File: src/rtl/chan_slot_router.sv
// slot_fifo: show-ahead byte FIFO, 2**DEPTH_LOG2 entries, wrap-bit pointers.
// Latency: a pushed byte appears at dout (and in count) the cycle after the push.
// Backpressure: push on full only lands with a same-cycle pop; pop on empty is ignored.
// Ports: clk/reset (sync, active-low), push/din in, pop in, dout = head, count = 0..depth.
module slot_fifo #(
    parameter int W          = 8,
    parameter int DEPTH_LOG2 = 4
) (
    input  logic                  clk,
    input  logic                  reset,
    input  logic                  push,
    input  logic                  pop,
    input  logic [W-1:0]          din,
    output logic [W-1:0]          dout,
    output logic [DEPTH_LOG2:0]   count
);
    localparam int DEPTH = 1 << DEPTH_LOG2;

    logic [W-1:0]        mem [DEPTH];
    logic [DEPTH_LOG2:0] wr_ptr;
    logic [DEPTH_LOG2:0] rd_ptr;
    logic                empty;
    logic                full;
    logic                do_push;
    logic                do_pop;

    assign empty   = (wr_ptr == rd_ptr);
    // Extra wrap bit separates full from empty when the index bits match.
    assign full    = (wr_ptr[DEPTH_LOG2] != rd_ptr[DEPTH_LOG2]) &&
                     (wr_ptr[DEPTH_LOG2-1:0] == rd_ptr[DEPTH_LOG2-1:0]);
    assign do_pop  = pop && !empty;
    assign do_push = push && (!full || do_pop);
    assign count   = wr_ptr - rd_ptr;
    assign dout    = mem[rd_ptr[DEPTH_LOG2-1:0]];

    always_ff @(posedge clk) begin
        if (!reset) begin
            wr_ptr <= '0;
            rd_ptr <= '0;
        end else begin
            if (do_push) wr_ptr <= wr_ptr + 1'b1;
            if (do_pop)  rd_ptr <= rd_ptr + 1'b1;
        end
    end

    // Storage is deliberately not reset; the pointers define what is valid.
    always_ff @(posedge clk) begin
        if (do_push) mem[wr_ptr[DEPTH_LOG2-1:0]] <= din;
    end
endmodule

// chan_slot_router: routes the FX2 channel pipe to NUM_SLOTS slot byte streams plus one STAT channel.
// Latency: 1 cycle host byte -> slot_out_valid and slot_in byte -> f2hValid; channel decode is combinational.
// Backpressure: h2fReady follows the selected h2f FIFO (full-with-pop still accepts); slot_in_ready = f2h not full.
// Ports: clk_fx2/reset (sync, active-low); chanAddr/h2f*/f2h* host side; slot_out_* and slot_in_* slot side,
//        slot k on data bits [8k+7:8k] and flag bit k.
module chan_slot_router #(
    parameter int NUM_SLOTS  = 4,
    parameter int CHAN_BASE  = 0,
    parameter int DEPTH_LOG2 = 4
) (
    input  logic                   clk_fx2,
    input  logic                   reset,
    input  logic [6:0]             chanAddr,
    input  logic [7:0]             h2fData,
    input  logic                   h2fValid,
    output logic                   h2fReady,
    output logic [7:0]             f2hData,
    output logic                   f2hValid,
    input  logic                   f2hReady,
    output logic [8*NUM_SLOTS-1:0] slot_out_data,
    output logic [NUM_SLOTS-1:0]   slot_out_valid,
    input  logic [NUM_SLOTS-1:0]   slot_out_ready,
    input  logic [8*NUM_SLOTS-1:0] slot_in_data,
    input  logic [NUM_SLOTS-1:0]   slot_in_valid,
    output logic [NUM_SLOTS-1:0]   slot_in_ready
);
    localparam int CW    = DEPTH_LOG2 + 1;
    localparam int DEPTH = 1 << DEPTH_LOG2;

    // Unsigned 9-bit difference: channels below CHAN_BASE wrap far above 8,
    // so they can never alias a slot or STAT index.
    logic [8:0]           sel;
    logic [NUM_SLOTS-1:0] hit;
    logic                 is_slot;
    logic                 is_stat;

    logic [NUM_SLOTS-1:0] h2f_empty, h2f_full, h2f_pop, h2f_push;
    logic [NUM_SLOTS-1:0] f2h_empty, f2h_full, f2h_pop;
    logic [CW-1:0]        h2f_cnt [NUM_SLOTS];
    logic [CW-1:0]        f2h_cnt [NUM_SLOTS];
    logic [7:0]           f2h_head [NUM_SLOTS];

    logic                 h2f_room;
    logic                 f2h_any;
    logic [7:0]           f2h_head_sel;
    logic [CW-1:0]        stat_cnt;
    logic [5:0]           stat_cnt6;

    logic [2:0]           stat_sel;
    logic                 drop_err;
    logic                 ovf_any;

    assign sel     = {2'b00, chanAddr} - 9'(CHAN_BASE);
    assign is_slot = |hit;
    assign is_stat = (sel == 9'(NUM_SLOTS));

    genvar k;
    generate
        for (k = 0; k < NUM_SLOTS; k++) begin : g_slot
            assign hit[k]       = (sel == 9'(k));
            assign h2f_empty[k] = (h2f_cnt[k] == '0);
            assign h2f_full[k]  = (h2f_cnt[k] == CW'(DEPTH));
            assign f2h_empty[k] = (f2h_cnt[k] == '0);
            assign f2h_full[k]  = (f2h_cnt[k] == CW'(DEPTH));
            assign h2f_pop[k]   = slot_out_ready[k] & ~h2f_empty[k];
            assign h2f_push[k]  = hit[k] & h2fValid & h2fReady;
            assign f2h_pop[k]   = hit[k] & f2hReady & ~f2h_empty[k];

            slot_fifo #(.W(8), .DEPTH_LOG2(DEPTH_LOG2)) u_h2f (
                .clk   (clk_fx2),
                .reset (reset),
                .push  (h2f_push[k]),
                .pop   (h2f_pop[k]),
                .din   (h2fData),
                .dout  (slot_out_data[8*k +: 8]),
                .count (h2f_cnt[k])
            );

            // Push is offered unconditionally; the FIFO drops it when full and not popped.
            slot_fifo #(.W(8), .DEPTH_LOG2(DEPTH_LOG2)) u_f2h (
                .clk   (clk_fx2),
                .reset (reset),
                .push  (slot_in_valid[k]),
                .pop   (f2h_pop[k]),
                .din   (slot_in_data[8*k +: 8]),
                .dout  (f2h_head[k]),
                .count (f2h_cnt[k])
            );
        end
    endgenerate

    assign slot_out_valid = {NUM_SLOTS{reset}} & ~h2f_empty;
    assign slot_in_ready  = {NUM_SLOTS{reset}} & ~f2h_full;

    // Mux the selected slot's FIFO state and the STAT-selected h2f level.
    always_comb begin
        h2f_room     = 1'b0;
        f2h_any      = 1'b0;
        f2h_head_sel = 8'h00;
        stat_cnt     = '0;
        for (int i = 0; i < NUM_SLOTS; i++) begin
            if (hit[i]) begin
                h2f_room     = ~h2f_full[i] | h2f_pop[i];
                f2h_any      = ~f2h_empty[i];
                f2h_head_sel = f2h_head[i];
            end
            if (stat_sel == 3'(i)) stat_cnt = h2f_cnt[i];
        end
        stat_cnt6 = (32'(stat_cnt) > 32'd63) ? 6'd63 : 6'(stat_cnt);
    end

    // Ready/valid never depend on the opposite handshake input of the same direction.
    always_comb begin
        h2fReady = 1'b0;
        f2hValid = 1'b0;
        f2hData  = 8'h00;
        if (reset) begin
            if (is_slot) begin
                h2fReady = h2f_room;
                f2hValid = f2h_any;
                f2hData  = f2h_head_sel;
            end else if (is_stat) begin
                h2fReady = 1'b1;
                f2hValid = 1'b1;
                f2hData  = {drop_err, ovf_any, stat_cnt6};
            end else begin
                h2fReady = 1'b1;
                f2hValid = 1'b1;
            end
        end
    end

    always_ff @(posedge clk_fx2) begin
        if (!reset) begin
            stat_sel <= 3'd0;
            drop_err <= 1'b0;
            ovf_any  <= 1'b0;
        end else begin
            if (is_stat && h2fValid) begin
                if (h2fData < 8'(NUM_SLOTS)) stat_sel <= h2fData[2:0];
                if (h2fData == 8'hFF) begin
                    drop_err <= 1'b0;
                    ovf_any  <= 1'b0;
                end
            end
            if (!is_slot && !is_stat && h2fValid) drop_err <= 1'b1;
            // Set after clear so a same-cycle event is never lost.
            if (|(slot_in_valid & f2h_full & ~f2h_pop)) ovf_any <= 1'b1;
        end
    end
endmodule
File: config.mk
export PLATFORM = sky130hd
export DESIGN_NAME = chan_slot_router
export DESIGN_NICKNAME = d
export VERILOG_FILES = /design/src/rtl/chan_slot_router.sv
export SDC_FILE = /design/constraint.sdc
export NUM_CORES = 1
export LEC_CHECK = 0
export CORE_UTILIZATION = 50
export CTS_CLUSTER_SIZE = 20
export DETAILED_ROUTE_END_ITERATION = 10
export DONT_BUFFER_PORTS = 1
export MAX_ROUTING_LAYER = met4
export PLACE_DENSITY = 0.76
export SYNTH_ARGS = -nofsm -noshare
export SYNTH_HDL_FRONTEND = slang
export SYNTH_SLANG_ARGS = --single-unit
File: constraint.sdc
create_clock -name clk_fx2 -period 3.9 [get_ports clk_fx2]
set_input_delay 1.17 -clock clk_fx2 [delete_from_list [all_inputs] [get_ports clk_fx2]]
set_output_delay 1.17 -clock clk_fx2 [all_outputs]
set_load 0.03 [all_outputs]
### After elaboration in Yosys (flattened, before gate mapping)

Memories as Yosys holds them, arrays and structs flattened. A register that Yosys moved wholly into a read port is not among the register bits.
Cells that the tools add are included.

* add/subtract/negate cells: 24
* $lt $le $gt $ge: 1
* equal/unequal tests: 40
* mux-type cells: 59
* bitwise logic cells: 43
* reductions and logical operators: 72

Operators with widths (count)
* $add 5x1->5 const B: 16
* $mux 4: 16
* $mux 8: 7
* $eq 5x5->1: 8
* $eq 5x5->1 const B: 8
* $logic_not 5->1: 8
* $sub 5x5->5: 8
* $eq 4x4->1: 8
* $mux 1: 32
* $logic_and 1x1->1: 27
* $and 1x1->1: 20
* $mux 5: 4
* $logic_not 1->1: 18
* $and 4x4->4: 4
* $eq 7x2->1 const B: 2
* $not 1->1: 12
* $not 4->4: 3
* $logic_not 9->1: 1
* $eq 8x8->1 const B: 1
* $logic_or 1x1->1: 8
* $lt 8x3->1 const B: 1
* $ne 1x1->1: 8
* $reduce_bool 2->1: 4
* $reduce_or 4->1: 2
* other kinds (7): 13

* register bits after elaboration: 85
* bits in writable memories: 1024
* input bits: 59
* output and inout bits: 50
* word-level logic and storage cells: 266
* memories kept: 8

Memory list
* g_slot[0].u_f2h.mem: words 16, width 8, rd ports 1, clocked after Yosys merged registers in 1, write ports 1, line 19 `logic [W-1:0] mem [DEPTH];`
* g_slot[0].u_h2f.mem: words 16, width 8, rd ports 1, clocked after Yosys merged registers in 1, write ports 1, line 19
* g_slot[1].u_f2h.mem: words 16, width 8, rd ports 1, clocked after Yosys merged registers in 1, write ports 1, line 19
* g_slot[1].u_h2f.mem: words 16, width 8, rd ports 1, clocked after Yosys merged registers in 1, write ports 1, line 19
* g_slot[2].u_f2h.mem: words 16, width 8, rd ports 1, clocked after Yosys merged registers in 1, write ports 1, line 19
* g_slot[2].u_h2f.mem: words 16, width 8, rd ports 1, clocked after Yosys merged registers in 1, write ports 1, line 19
* +2 memories

### Longest topological paths before layout

Gate-level depths: netlist of the first run.

* word-level depth: 15
* gate-level depth with buffers: 12
* mapped depth without buffers: 11

### Cells and area by module

A second synthesis of the first run with hierarchy kept.

* cells, all modules: 2601
* area, all modules: 47105.2 um2

Modules (own cells, without submodules)
* slot_fifo at g_slot[0].u_h2f ...: times used 5, cells each 304, area an instance 5713.0 um2, seq. area each 4124.0 um2
* slot_fifo at g_slot[3].u_f2h ...: times used 2, cells each 304, area an instance 5823.1 um2, seq. area each 4124.0 um2
* slot_fifo at g_slot[0].u_f2h: times used 1, cells each 304, area an instance 5716.7 um2, seq. area each 4124.0 um2
* chan_slot_router: times used 1, cells each 169, area an instance 1177.4 um2, seq. area each 100.1 um2

### Worst setup path before layout of the first run

Ideal clock, no wire load.

* kind: input to output
* start: in chanAddr[3]
* end: out f2hData[1]
* data arrival time: 2941 ps
* required time: 2730 ps
* path slack: -211 ps
* stages on the path: 5
* buffers on the path: 0
* cell sequence: nor4_2 -> nand3_1 -> nor3_1 -> a21oi_1 -> a311oi_1

* word-level cells in the longest chain between the ends: 7
* elaborated cells between the ends (all ways): 13
* classes of those cells: eq/ne (4); mux (7); reduce/logical (2)

Ends and longest elaborated chain
* start, declared: line 64 `input logic [6:0] chanAddr,`
* $logic_not 9->1: line 111 `assign hit[k] = (sel == 9'(k));`
* $mux 8 (4 in a row): line 153 `if (hit[i]) begin`
* $mux 8 *: line 169 `if (is_slot) begin`
* $mux 8 *: line 168 `if (reset) begin`
* end, declared: line 68 `output logic [7:0] f2hData,`

Every way passes the cells marked *; elsewhere a longest branch is shown, timed or not.

==> metrics.txt, run 1 <==
layout cell share with drive strength beyond 1 0.3405; post-detailed-route via-to-cell ratio 5.934; post-synthesis compound-gate area fraction 0.02408; initial core utilization 0.5060; HP Class register to register; fmax 224.6 MHz; Reg power frac 0.546; Die ar. 0.09413 mm²; Final Skew 23.77 ps; Avg Synthesized Cell Area 19.02 µm²; EDFF count, synth 1024; failing checks setup timing; GR Util met3 0.05479; ys flop type edfxtp_1; GRT met1 Usage 0.2761; # rows 111; RSZ-0062 raised after global routing true; final worst-path cycle share 1.141; status finished, violations left; Via Count 24280; P_leak 17.89 nW; Synth top area share 0.6620; Sink Count 1141; most common cell after layout, fill and taps aside edfxtp_1; setup ws final -551.7 ps; Final Setup Violations 11; worst slew pin tran 907.3 ps; post-synthesis mux area share 0.1645; num ports 109; gr ovfl total 0; most area-consuming cells after synthesis edfxtp_1 (66%), mux4_2 (16%), dfxtp_1 (5.0%), ha_1 (1.9%), nor2_1 (1.2%); Critical Path AT 3280 ps; Top Usage Layer GRT met2; post-synth cell types 72; Chip Height 306.8 µm; leading cell types in the layout, fill and taps excluded edfxtp_1 (1024), mux4_2 (325), buf_4 (230); Gate Count Post-Synth 2442; adder-cell area share of the yosys netlist 0.02112; Die X 306.8 µm; Num CTS Buffers 108; WP data required 2730 ps; Ys Warns 0; Setup crit end kind primary output; Fin. Hold Viols 0; Pwr Total 0.02457 W; sequential-to-total area share from yosys stat 0.7124; largest net degree at the start of global routing 67; Syn Nets 2577; Slew headroom 0.3856; worst skew pair latency 700 ps; Routed WL 103000 µm; crit path kind register to primary output; main combinational cell family by area after synthesis multiplexers; max_cap viols 0; Clock Root Buffer clkbuf_16; first-pass GRT wire length 154300 µm; worst vdd ir 459.0 µV; Clock power frac 0.433; min Tclk post-route 4452 ps; Synth area leader edfxtp_1; final RePlAce weighted congestion 0.9469; Sw Ratio 0.1933; Worst Path Max Fanout 5; hold_ws 496.0 ps; area grow syn2layout 19.26%; PortBufs 0; maximum clock insertion buffer count 3; Power Dens Cells 443.6 mW/mm²; CTS tree built; Post-DP HPWL 64510 µm; met2 Usage GRT 0.3760; Async SR Flop Fraction 0; Synth Area in XOR/XNOR 0.009427; initial antenna violation count 2; Switch Pwr 0.004750 W; Final ANT Viol Nets 0; CTS hold repair buffers 0; DRC viols 0; CP Launch Type register; GRT Overall Usage 0.2268; Slew Viols, Final 0; clk slew on worst S/H paths 60 ps; H-Tree Depth 3; Int Power 0.01982 W; Core Area 0.09180 mm²; Iter 0 DRT Violations 2447; Synth Area in Simple Gates 0.05371; routed length per instance 25.17 µm; number of global-route vias before repair 25200; Gate power share 0.021; register bit total from synthesis 1141; nets 2891; Post-Syn Area 0.04645 mm²; 1st-pass router iterations 6
## final timing paths
path / start / end / slack (ps) / depth (start not counted)
setup / recovery: register / f2hData[6] / -550 / 7
hold / removal: g_slot[1].u_h2f.wr_ptr[4] / g_slot[1].u_h2f.wr_ptr[4] / 500 / 2
setup reg to reg: g_slot[2].u_h2f.wr_ptr[0] / g_slot[1].u_h2f.mem[7][0] / 540 / 14
hold reg to reg: g_slot[1].u_h2f.wr_ptr[4] / g_slot[1].u_h2f.wr_ptr[4] / 500 / 2
## cells in the mapped netlist (all sizes together), types with 8 or more instances
master  number
o21ai       29
ha          72
inv         56
a21oi       57
mux2i       32
mux4       325
nand4       23
buf         62
nor2       144
xor2        29
nand3       23
dfxtp      117
o21a        11
nor4        19
and2         8
xnor2       21
clkbuf      52
or3         13
edfxtp    1024
nor3        30
nor2b       11
o211ai      10
nand2       94
and3        55
nand2b      28
## per-stage QoR
stage | area (µm²) | util | setup TNS, ps | setup slack [ps] | instances
4_1_cts | 54830 | 0.5973 | -4860 | -588.2 | 4053
2_1_floorplan | 46470 | - | 0 | 6.365 | 2442
3_3_place_gp | 50110 | 0.5459 | -48.14 | -48.14 | 3816
5_1_grt | 55400 | 0.6034 | -5158 | -618.3 | 4091
6_report | 55400 | 0.6034 | -4290 | -551.7 | 4091
3_5_place_dp | 50110 | 0.5459 | -142.8 | -69.84 | 3816
## flip-flops by register name (all words and copies together) (netlist names), named ones only
name / cells
g_slot.u_h2f.rd_ptr: 20
ovf_any: 1
stat_sel: 3
g_slot.u_h2f.wr_ptr: 20
g_slot.u_h2f.mem: 512
g_slot.u_f2h.rd_ptr: 20
g_slot.u_f2h.wr_ptr: 20
g_slot.u_f2h.mem: 512
drop_err: 1
## routing by layer
metal,vias up,wire length (µm)
met5,-,0
met1,12610,39120
met4,0,2716
met2,952,52980
met3,174,8159
li1,10550,-
## repair_timing
item,4_1_cts,5_1_grt
pin swaps,42,34
setup endpoints to repair,26,22
buffers inserted,36,36
cloned,6,3
gates resized for setup,160,63
hold endpoints to repair,0,0
## worst max-delay path, cell delays in order (launching register included)
cell	delay [ps]
dfxtp_4	370
buf_8	130
buf_16	130
mux4_2	490
mux4_2	530
mux4_2	480
a32o_2	290
buf_12	150
## cell families (layout without fill, tap and decap cells)
family / after synthesis / count (layout)
AOI/OAI and AO/OA: 164 / 164
xor gates and xnor gates: 50 / 50
adders and majority gates: 76 / 76
buffers and inverters: 170 / 574
DFF: 1141 / 1141
muxes: 357 / 357
other: 0 / 2
and+or+nand+nor: 484 / 484
## power by group through the flow
stage	Clock (W)	Sequential, W	Combinational, W
global placement	0	0.0137	0.000412
floorplan	0	0.0137	0.000288
global route	0.0112	0.0134	0.000555
finish	0.0106	0.0134	0.000525
CTS	0.0108	0.0134	0.000492
detailed placement	0	0.0137	0.000432
## final cells by class
type                       instances  area [µm²]
fill                            6187       36400
sequential                      1141       33170
multi-input combinational       1131       13440
timing repair buffer             318        3392
clock buffer                     145        2898
tap                             1243        1555
clock inverter                    55       724.4
inverter                          56       212.7
antenna                            2       5.005
Note: power is estimated with default switching activity, not from simulation.
==> run 2: changes to the inputs <==
--- a/config.mk
+++ b/config.mk
@@ -5,12 +5,14 @@
 export SDC_FILE = /design/constraint.sdc
 export NUM_CORES = 1
 export LEC_CHECK = 0
-export CORE_UTILIZATION = 50
+export CORE_UTILIZATION = 57
 export CTS_CLUSTER_SIZE = 20
 export DETAILED_ROUTE_END_ITERATION = 10
 export DONT_BUFFER_PORTS = 1
 export MAX_ROUTING_LAYER = met4
-export PLACE_DENSITY = 0.76
+export PLACE_DENSITY = 0.83
+export SETUP_SLACK_MARGIN = 0.02
+export SLEW_MARGIN = 20
 export SYNTH_ARGS = -nofsm -noshare
 export SYNTH_HDL_FRONTEND = slang
 export SYNTH_SLANG_ARGS = --single-unit
==> metrics.txt, run 2 (synthesized netlist as in run 1, its figures left out) <==
worst vdd ir 442.8 µV; Clock Root Buffer clkbuf_16; gr ovfl total 0; Final Util 0.6800; Hold Startpoint g_slot[2].u_h2f.wr_ptr[4]; R2R Setup Slk 540 ps; 1st-pass router iterations 6; Power Dens Cells 451.2 mW/mm²; hold_ws 500.9 ps; leading cell types in the layout, fill and taps excluded edfxtp_1 (1024), mux4_2 (325), buf_4 (196); Setup crit end kind primary output; Final Skew 21.96 ps; Post-DP HPWL 65130 µm; Final ANT Viol Nets 0; R2R Path End g_slot[3].u_h2f.mem[2][7]; layout cell share with drive strength beyond 1 0.3353; Core Area 0.08055 mm²; Die ar. 0.08264 mm²; final RePlAce weighted congestion 0.9186; post-detailed-route via-to-cell ratio 6.397; Slew Viols, Final 0; Num CTS Buffers 109; CTS tree built; Iter 0 DRT Violations 2891; PortBufs 0; crit path kind register to primary output; multi-input logic area 0.01329 mm²; Routed WL 107400 µm; # rows 104; num ports 109; status finished, violations left; fmax 227.0 MHz; most common cell after layout, fill and taps aside edfxtp_1; Final Setup Violations 10; routed length per instance 27.72 µm; CP Launch Type register; Pwr Total 0.02471 W; clk slew on worst S/H paths 60 ps; CTS hold repair buffers 0; Register Area 0.03317 mm²; GRT Overall Usage 0.2692; area grow syn2layout 17.91%; number of global-route vias before repair 25740; placed insts 3610; RSZ-0062 raised after global routing true; Slew headroom 0.4650; setup ws final -505.6 ps; Fin. Hold Viols 0; WP data required 2730 ps; Final TNS setup -3874 ps; final worst-path cycle share 1.130; Sink Count 1141; Via Count 24800; Filler cells 4679; failing checks setup timing; DRC viols 0; first-pass GRT wire length 159600 µm; filler-free cell count of the finished design 3876; P_leak 17.72 nW; min Tclk post-route 4406 ps; worst skew pair latency 690 ps; Reg-to-Reg Start g_slot[3].u_h2f.wr_ptr[0]; FF-to-FF path depth 14; Chip Height 287.5 µm; initial core utilization 0.5767; largest net degree at the start of global routing 67; worst slew pin tran 790.1 ps; initial antenna violation count 1; maximum clock insertion buffer count 3; nets 2857; max_cap viols 0; Die X 287.5 µm; Worst Path Max Fanout 6; hold depth 2; H-Tree Depth 3; Critical Path AT 3240 ps; HP Class register to register; Hold EP g_slot[2].u_h2f.wr_ptr[4]
[run 2: cell count changes in the layout (fill, tap and decap cells not counted), sizes merged]
cell	change
bufinv	-1
clkbuf	-15
bufbuf	-1
inv	+5
clkinvlp	+1
clkinv	+12
buf	-32
diode	-1
[run 2: layer usage]
metal	wire length, µm	global-route usage	up-vias
met5	0	-	-
met4	3112	0.08005	0
met3	8924	0.05325	237
met2	56510	0.4560	1207
met1	38890	0.3286	12850
li1	-	-	10500
[run 2: worst max-delay path: stages, from the launching register on]
cell	delay (ps)
dfxtp_4	420
buf_12	160
mux4_2	540
mux4_2	550
mux4_2	480
a32o_2	260
buf_12	150
[run 2: worst max path at each step]
stage / end / slack, ps / cells after the start
floorplan: f2hData[4] / 50 / 5
global placement: h2fReady / -50 / 6
detailed placement: h2fReady / -80 / 6
CTS: f2hData[7] / -540 / 7
global route: f2hData[7] / -530 / 6
finish: f2hData[6] / -510 / 6
[run 2: metrics by stage]
stage                     worst slack, ps  cell area (µm²)
after global routing               -533.7            54770
after CTS                          -543.8            54380
final                              -505.6            54770
after floorplan                     51.57            46480
after global placement             -48.87            49760
after detailed placement           -80.01            49760
[run 2: where the power goes]
part / switching, W / internal (W) / leakage (nW)
logic: 0.000302 / 0.000226 / 5.73
clock network: 0.00454 / 0.00624 / 1.80
registers: 0.0000346 / 0.0134 / 10.2
[run 2: area by class of cell]
type,instances,share of cell area
Timing Repair Buffer,283,0.05656
Sequential cell,1141,0.6057
Tap cell,1060,0.02421
Inverter,56,0.003883
Antenna cell,1,0.00004569
Multi-Input combinational cell,1131,0.2427
Clock buffer,132,0.05288
Clock inverter,72,0.01403
[run 2: timing repair]
action / CTS / global route
cloned: 5 / 1
buffers inserted: 36 / 22
pin swaps: 35 / 34
resized for setup: 130 / 79
endpoints found under the setup margin: 34 / 18
==> run 3: changes to the inputs <==
--- a/config.mk
+++ b/config.mk
@@ -5,12 +5,12 @@
 export SDC_FILE = /design/constraint.sdc
 export NUM_CORES = 1
 export LEC_CHECK = 0
-export CORE_UTILIZATION = 57
+export CORE_UTILIZATION = 30
 export CTS_CLUSTER_SIZE = 20
 export DETAILED_ROUTE_END_ITERATION = 10
 export DONT_BUFFER_PORTS = 1
 export MAX_ROUTING_LAYER = met4
-export PLACE_DENSITY = 0.83
+export PLACE_DENSITY = 0.53
 export SETUP_SLACK_MARGIN = 0.02
 export SLEW_MARGIN = 20
 export SYNTH_ARGS = -nofsm -noshare
==> metrics.txt, run 3 (synthesized netlist as in run 1, its figures left out) <==
Iter 0 DRT Violations 1793; Hold Startpoint g_slot[0].u_h2f.wr_ptr[4]; placed insts 4619; layout cell share with drive strength beyond 1 0.3486; WP data required 2730 ps; GRT Overall Usage 0.1439; Final ANT Viol Nets 0; number of global-route vias before repair 25050; GRT met1 Usage 0.1752; Slew Viols, Final 0; Top Usage Layer GRT met2; num ports 109; Reg-to-Reg Start g_slot[2].u_h2f.wr_ptr[0]; RSZ-0062 raised after global routing true; Post-Place Worst Slack -27.66 ps; gr ovfl total 0; Worst Path Max Fanout 6; DRC viols 0; met2 Usage GRT 0.2344; filler-free cell count of the finished design 4889; failing checks setup timing; R2R Setup Slk 140 ps; H-Tree Depth 3; max_cap viols 0; Via Count 23760; maximum clock insertion buffer count 3; CP Launch Type register; R2R Path End g_slot[0].u_h2f.wr_ptr[1]; initial antenna violation count 2; CTS hold repair buffers 0; initial core utilization 0.3019; Routed WL 109700 µm; Hold EP g_slot[0].u_h2f.wr_ptr[4]; final RePlAce weighted congestion 0.9229; first-pass GRT wire length 163800 µm; worst vdd ir 418.6 µV; Post-DP HPWL 72460 µm; HP Class register to register; most common cell after layout, fill and taps aside edfxtp_1; final worst-path cycle share 1.139; setup ws final -541.4 ps; Die ar. 0.1564 mm²; P_leak 17.91 nW; Num CTS Buffers 114; GR Util met3 0.04165; final instance area 0.05662 mm²; Slew headroom 0.4037; worst slew pin tran 880.5 ps; Fin. Hold Viols 0; worst skew pair latency 750 ps; PortBufs 0; Final Setup Violations 11; Clock Root Buffer clkbuf_16; Core Area 0.1539 mm²; 1st-pass router iterations 5; nets 2886; Die X 395.5 µm; min Tclk post-route 4441 ps; CTS tree built; routed length per instance 22.44 µm; # rows 144; FF-to-FF path depth 21; Critical Path AT 3270 ps; Final Skew 44.12 ps; fmax 225.2 MHz; hold depth 2; area grow syn2layout 21.89%; Power Dens Cells 435.4 mW/mm²; clk slew on worst S/H paths 60 ps; status finished, violations left; post-detailed-route via-to-cell ratio 4.860; placed inst area 0.05123 mm²; Sink Count 1141; crit path kind register to primary output; leading cell types in the layout, fill and taps excluded edfxtp_1 (1024), mux4_2 (325), buf_4 (198); largest net degree at the start of global routing 67; Chip Height 395.5 µm; Setup crit end kind primary output
[run 3: critical path, stage by stage (launching register included)]
cell	delay (ps)
dfxtp_4	420
buf_12	150
mux4_2	520
mux4_2	550
mux4_2	490
a32o_2	260
buf_12	150
[run 3: area by class of cell]
cell class	count	area (µm²)
repair buffers	306	3416
diodes	2	5.005
flip-flops and latches	1141	33180
clock buffers	141	2974
multi-input cells	1132	13570
clock inverters	67	711.9
fillers	14100	97250
well taps	2044	2557
inverters	56	215.2
[run 3: worst max path at each step]
stage / end / cells after the start
floorplan: f2hData[4] / 5
global placement: h2fReady / 6
detailed placement: h2fReady / 6
CTS: f2hData[6] / 6
global route: f2hData[6] / 6
finish: f2hData[6] / 6
[run 3: through the flow]
stage                     total power (W)  setup TNS [ps]  utilization  hold slack [ps]
after floorplan                   0.01395               0            -            454.2
after global placement            0.01409          -38.43       0.3329            480.1
after detailed placement          0.01411          -27.66       0.3329            488.9
after CTS                         0.02495           -5987       0.3651            436.5
after global routing              0.02543           -6208       0.3680            451.8
final                             0.02465           -4550       0.3680            494.7
[run 3: power by group]
group          switching (W)  internal (W)
Combinational       0.000299      0.000220
Sequential         0.0000300        0.0134
Clock                0.00463       0.00610
Total                0.00496        0.0197
[run 3: metal layers]
metal  routed length [µm]  vias to the layer above  part of all wire
met2                54390                      604              0.50
met5                    0                        -                 0
met4                 2335                        0             0.021
met3                 7444                      151             0.068
li1                     -                    10560                 -
met1                45540                    12450              0.42
[run 3: what timing repair did]
item                                    4_1_cts  5_1_grt
gates cloned                                  5        3
gates resized for setup                     182       97
pin swaps                                    34       29
endpoints found under the setup margin       40       36
setup buffers                                50       12
